$ cat src/rtl/posit_round_sum_es2_pkg.sv
// Shared types and constants for the ES2 posit rounding/re-packing stage.
package posit_round_sum_es2_pkg;

  localparam int ABITS                          = 30;  // adder sum fraction width
  localparam int FBITS                          = 27;  // operand fraction width
  localparam int POSIT_SERIALIZED_WIDTH_SUM_ES2 = 41;
  localparam int POSIT_SERIALIZED_WIDTH_ES2     = 38;
  localparam int POSIT_MAX_SCALE_ES2            = 120; // (32-2)*4
  localparam int LATENCY                        = 3;   // start -> done, fixed

  // Serialized adder sum: {sgn, scale, fraction, inf, zero}
  typedef struct packed {
    logic              sgn;
    logic signed [7:0] scale;
    logic [ABITS-1:0]  fraction;
    logic              inf;
    logic              zero;
  } value_sum_t;

  // Serialized operand-width value: {sgn, scale, fraction, inf, zero}
  typedef struct packed {
    logic              sgn;
    logic signed [7:0] scale;
    logic [FBITS-1:0]  fraction;
    logic              inf;
    logic              zero;
  } value_t;

  // Bits that decide round-to-nearest-even
  typedef struct packed {
    logic lsb;
    logic guard;
    logic round;
    logic sticky;
  } round_bits_t;

endpackage

$ cat src/rtl/posit_round_sum_es2_round.sv
// Combinational round-to-nearest-even of an (N+3)-bit fraction down to N bits.
// The three dropped bits are guard, round and sticky; sticky_in folds in
// information already lost upstream.
module round_rne_n
  import posit_round_sum_es2_pkg::*;
#(
  parameter int N = 27
) (
  input  logic [N+2:0] fraction,
  input  logic         sticky_in,
  output logic [N-1:0] rounded,
  output logic         carry,
  output logic         inexact
);

  round_bits_t rb;
  logic        round_up;

  // Extract the decision bits and add the rounding increment
  always_comb begin
    rb.lsb    = fraction[3];
    rb.guard  = fraction[2];
    rb.round  = fraction[1];
    rb.sticky = fraction[0] | sticky_in;
    // Ties (G=1, R=S=0) go to the even neighbour: increment only when lsb is 1.
    round_up  = rb.guard & (rb.round | rb.sticky | rb.lsb);
    inexact   = rb.guard | rb.round | rb.sticky;
    {carry, rounded} = {1'b0, fraction[N+2:3]} + {{N{1'b0}}, round_up};
  end

endmodule

$ cat src/rtl/posit_round_sum_es2.sv
// Three-stage pipeline: capture adder sum, round to operand width (RNE),
// renormalize on carry, clamp scale and handle inf/zero.
module posit_round_sum_es2
  import posit_round_sum_es2_pkg::*;
#(
  parameter int MAX_SCALE = POSIT_MAX_SCALE_ES2
) (
  input  logic                                      clk,
  input  logic                                      rst_n,
  input  logic [POSIT_SERIALIZED_WIDTH_SUM_ES2-1:0] in1,
  input  logic                                      truncated_in,
  input  logic                                      start,
  output logic [POSIT_SERIALIZED_WIDTH_ES2-1:0]     result,
  output logic                                      done,
  output logic                                      inexact
);

  localparam logic signed [8:0] SCALE_HI = 9'(MAX_SCALE);
  localparam logic signed [8:0] SCALE_LO = -SCALE_HI;

  // S0 stage
  logic       s0_valid;
  value_sum_t s0_in;
  logic       s0_trunc;

  // Rounder outputs (between S0 and S1)
  logic [FBITS-1:0] rnd_frac;
  logic             rnd_carry;
  logic             rnd_inexact;

  // S1 stage
  logic              s1_valid;
  logic              s1_sgn;
  logic signed [7:0] s1_scale;
  logic [FBITS-1:0]  s1_frac;
  logic              s1_carry;
  logic              s1_inexact;
  logic              s1_inf;
  logic              s1_zero;

  // S2 next-state and registers
  logic signed [8:0] scale_ext;
  value_t            res_nx;
  logic              inx_nx;
  value_t            result_q;

  // S0 valid: reset wins over start
  always_ff @(posedge clk) begin
    // NOTE: state registers use non-blocking assignments so every stage
    // samples the previous stage's value from before this edge.
    if (!rst_n) s0_valid <= 1'b0;
    // NOTE: case-equality maps an X/Z on start to "not valid".
    else        s0_valid <= (start === 1'b1);
  end

  // S0 data capture
  always_ff @(posedge clk) begin
    // NOTE: data registers carry no reset; their valid bit qualifies them.
    s0_in    <= value_sum_t'(in1);
    s0_trunc <= truncated_in;
  end

  round_rne_n #(.N(FBITS)) u_round (
    .fraction  (s0_in.fraction),
    .sticky_in (s0_trunc),
    .rounded   (rnd_frac),
    .carry     (rnd_carry),
    .inexact   (rnd_inexact)
  );

  // S1 valid
  always_ff @(posedge clk) begin
    if (!rst_n) s1_valid <= 1'b0;
    else        s1_valid <= s0_valid;
  end

  // S1 data: rounded fraction plus the fields that pass through
  always_ff @(posedge clk) begin
    s1_sgn     <= s0_in.sgn;
    s1_scale   <= s0_in.scale;
    s1_frac    <= rnd_frac;
    s1_carry   <= rnd_carry;
    s1_inexact <= rnd_inexact;
    s1_inf     <= s0_in.inf;
    s1_zero    <= s0_in.zero;
  end

  // S2 combinational: renormalize, clamp scale, apply special values
  always_comb begin
    // NOTE: defaults first so every path assigns every bit (no latches).
    res_nx    = '0;
    inx_nx    = 1'b0;
    scale_ext = $signed({s1_scale[7], s1_scale}) + $signed({8'd0, s1_carry});
    if (s1_inf) begin
      res_nx.inf = 1'b1;
    end else if (s1_zero) begin
      res_nx.zero = 1'b1;
    end else begin
      res_nx.sgn      = s1_sgn;
      inx_nx          = s1_inexact;
      // On carry the hidden bit moved up one position and the fraction is zero.
      res_nx.fraction = s1_carry ? '0 : s1_frac;
      res_nx.scale    = scale_ext[7:0];
      if (scale_ext > SCALE_HI) begin
        res_nx.scale    = SCALE_HI[7:0];
        res_nx.fraction = '0;
      end else if (scale_ext < SCALE_LO) begin
        // Posits saturate toward minpos instead of underflowing to zero.
        res_nx.scale    = SCALE_LO[7:0];
        res_nx.fraction = '0;
      end
    end
  end

  // S2 output registers: held while no valid item arrives
  always_ff @(posedge clk) begin
    if (!rst_n) begin
      done     <= 1'b0;
      result_q <= '0;
      inexact  <= 1'b0;
    end else begin
      done <= s1_valid;
      if (s1_valid) begin
        result_q <= res_nx;
        inexact  <= inx_nx;
      end
    end
  end

  assign result = result_q;

endmodule

$ cat config.mk
export PLATFORM = sky130hd
export DESIGN_NAME = posit_round_sum_es2
export DESIGN_NICKNAME = d
export VERILOG_FILES = /design/src/rtl/posit_round_sum_es2_pkg.sv /design/src/rtl/posit_round_sum_es2_round.sv /design/src/rtl/posit_round_sum_es2.sv
export SDC_FILE = /design/constraint.sdc
export NUM_CORES = 1
export LEC_CHECK = 0
export CAP_MARGIN = 20
export CORE_UTILIZATION = 45
export DETAILED_ROUTE_END_ITERATION = 12
export MAX_ROUTING_LAYER = met4
export PLACE_DENSITY = 0.7
export SYNTH_ARGS = -nofsm -noshare
export SYNTH_HDL_FRONTEND = slang
export SYNTH_SLANG_ARGS = --single-unit
$ cat constraint.sdc
create_clock -name clk -period 2.7 [get_ports clk]
set_input_delay 0.405 -clock clk [delete_from_list [all_inputs] [get_ports clk]]
set_output_delay 0.405 -clock clk [all_outputs]
set_load 0.03 [all_outputs]
==> results.toml <==
[setup_path]
crit_path_max_incr_delay_ns = 0.33
path_buf_inv = 1
crit_chain = "ha_1 -> ha_1 -> and3_4 -> mux2_4 -> a31oi_2 -> nor2_4 -> buf_12 -> o311a_1"
criticalPathCategory = "reg2reg"
arrival_ns = 2.91
critPathMaxFanout = 21
cp-end-kind = "register"
start_kind = "register"
cp.required_ns = 3.09
crit_top_cell = "ha_1"
critPathSlowestCell = "dfxtp_1"
path_delay_family = "compound AO/OA/AOI/OAI gates"
cp.depth = 8
r2r_cells = 8

[final_layout]
nNetsFinal = 513
final_cell_mix = "124 x dfxtp_1, 84 x clkdlybuf4s50_1, 42 x nand2_1"
layout-drive-gt1-share_pct = 17.2
final_area_um2 = 5990
antenna_cells = 0
fillers = 699
register_area_um2 = 2480
multi_input_area_um2 = 1760
syn2layout_area_growth_pct = 36.9
final_common_cell = "dfxtp_1"

[yosys]
synth_cell_types = 45
synth-compound-area-share_pct = 15.6
synthMuxAreaShare_pct = 0.572
syn_nets = 422
synth_seq_cells = 124
synth_enable_flop_cells = 0
avgSynthCellArea_um2 = 11.7
synth_top_family_by_area = "simple AND/OR/NAND/NOR gates"
ys_warn_count = 0
synthArstFlopShare_pct = 0
synth_ff_type = "dfxtp_1"
seq_area_frac_synth_pct = 56.7
synth-simple-area-share_pct = 16.4
netlist_area_um2 = 4380
syn_inst = 374
synth-adder-area-share_pct = 0.857
synth_xor_area_share_pct = 6.57

[flow_run]
drv_cap = 0

[clock_network]
cts_hold_buf = 0
cts_buffer_depth = 2
clock_latency_ns = 0.50
cts_setup_buffers = 0
cts_root_buf = "clkbuf_8"
cts.sinks = 124
cts_buffers = 17
cts_tree = "yes"
clkTransAtPathRegs_ns = 0.06
cts_max_level = 4
cts_resized = 0

[detailed_routing]
post_drt_wl_per_cell_um = 14.3
drt-initial-drc-count = 166
finalWirelength_mm = 8.69
vias_per_cell = 4.93
vias = 2990
antenna_left = 0
drc_errors = 0
detail_route.first_pass.iterations = 4

[power]
leakagePower_uw = 0.00244
peakVddDrop_uv = 397
combPwrFrac_pct = 4.6
swShare_pct = 21.4
p_sw_uw = 963
internal_power_uw = 3540
clkPwrFrac_pct = 52.0
power_density_nw_per_um2 = 752
seqPwrFrac_pct = 43.4

[worst_hold_path]
hold_class = "reg2reg"
whs_path_depth = 0

[timing]
drv_slew = 0
slew_headroom_pct = 63.4
hold_viol_final = 0
fin_tns_setup_ns = 0
fmax_ghz = 0.396
worst_pin_slew_ns = 0.546
period_share_pct = 93.6
fin_crit_ns = 2.53
setup_viol = 0
rsz0062_at_grt = "no"
skew_ns = 0.00689

[placement]
io_buffers = 84
hpwl_mm = 5.90
placed_area_um2 = 5350
gp_congestion = 0.866

[global_routing]
gr-total-overflow = 0
grt_max_degree = 32
use_met2_pct = 29.7
track_usage_pct = 19.0
busiest_layer = "met2"
grt_pass1_wl_mm = 14.3
grt_pass1_vias = 2963
antenna_found_initial = 0
grtUsageMet1_pct = 22.7
use_met3_pct = 6.03

[die]
die_h_um = 101
core-area_um2 = 9330
initial_core_util_pct = 46.9
design.die.area_um2 = 10100
pin_count = 85
rows = 35
die_x_um = 101

[run_status]
status = "finished clean"
==> path summary, 6_finish.rpt <==
check                              start         end  slack (ns)
worst min register to register  s0_in[0]     s1_zero        0.33
worst min-delay path            s0_in[0]     s1_zero        0.33
worst max-delay path            s1_carry  result[32]        0.17
worst max register to register  s1_carry  result[32]        0.17
==> flip-flops by register name (all words and copies together) (netlist names) <==
name and count:
s1_inexact 1, s0_trunc 1, s1_valid 1, s1_frac 27, s1_inf 1, s1_scale 8
s1_carry 1, result 38, inexact 1, done 1, s0_valid 1, s1_sgn 1
s1_zero 1, s0_in 41
==> power by group through the flow <==
stage / registers (µW) / clock network, µW / logic [µW]
finish: 1950 / 2340 / 206
global route: 1960 / 2480 / 223
CTS: 1950 / 2390 / 207
detailed placement: 1990 / 0 / 205
global placement: 1990 / 0 / 202
floorplan: 1990 / 0 / 96.2
==> synth_stat cells, types with 2 or more instances <==
library cell,count,area share [%]
nand3_1,13,1.5
and3_1,10,1.4
and3_4,2,0.51
o211ai_1,4,0.69
and4_1,2,0.40
nand2_1,42,3.6
clkbuf_1,12,1.0
nor2b_1,7,1.0
buf_4,4,0.69
inv_1,6,0.51
and2_1,6,0.86
nor2_1,10,0.86
dfxtp_1,124,57
xor2_1,8,1.6
nand2b_1,28,4.0
ha_1,3,0.86
buf_6,4,1.0
xnor2_1,23,4.6
o31ai_2,2,0.57
o21ai_0,3,0.34
nand4_1,7,1.0
o41ai_2,28,10
a21oi_1,3,0.34
a21boi_0,2,0.34
==> area by class of cell <==
type                            instances  area share, %
Clock buffer                           17           6.91
Timing Repair Buffer                   92           15.7
Tap cell                              129           2.69
Inverter                                6          0.376
Clock inverter                         15           3.53
Multi-Input combinational cell        224           29.4
Sequential cell                       124           41.4
==> through the flow <==
step	util, %	cells	total power, µW	worst slack [ns]	hold WS, ns
2_1_floorplan	-	374	2090	0.487	0.310
3_3_place_gp	57.3	574	2190	0.218	0.311
3_5_place_dp	57.3	574	2200	0.134	0.313
4_1_cts	64.0	606	4550	0.110	0.310
5_1_grt	64.3	607	4670	0.0545	0.309
6_report	64.3	607	4500	0.173	0.325
==> per-layer routing <==
metal | vias up | part of all wire (%)
li1 | 1492 | -
met1 | 1406 | 45
met2 | 86 | 49
met3 | 6 | 4.8
met4 | 0 | 0.64
met5 | - | 0
==> kinds of logic (layout without fill, tap and decap cells) <==
| kind of cell | Yosys count | count (layout) |
|---|---|---|
| fa+ha+maj | 3 | 3 |
| simple gates | 133 | 133 |
| compound gates | 54 | 54 |
| buf+inv | 26 | 130 |
| xor+xnor | 32 | 32 |
| mux | 2 | 2 |
| flops | 124 | 124 |
(Power assumes the default switching activity.)
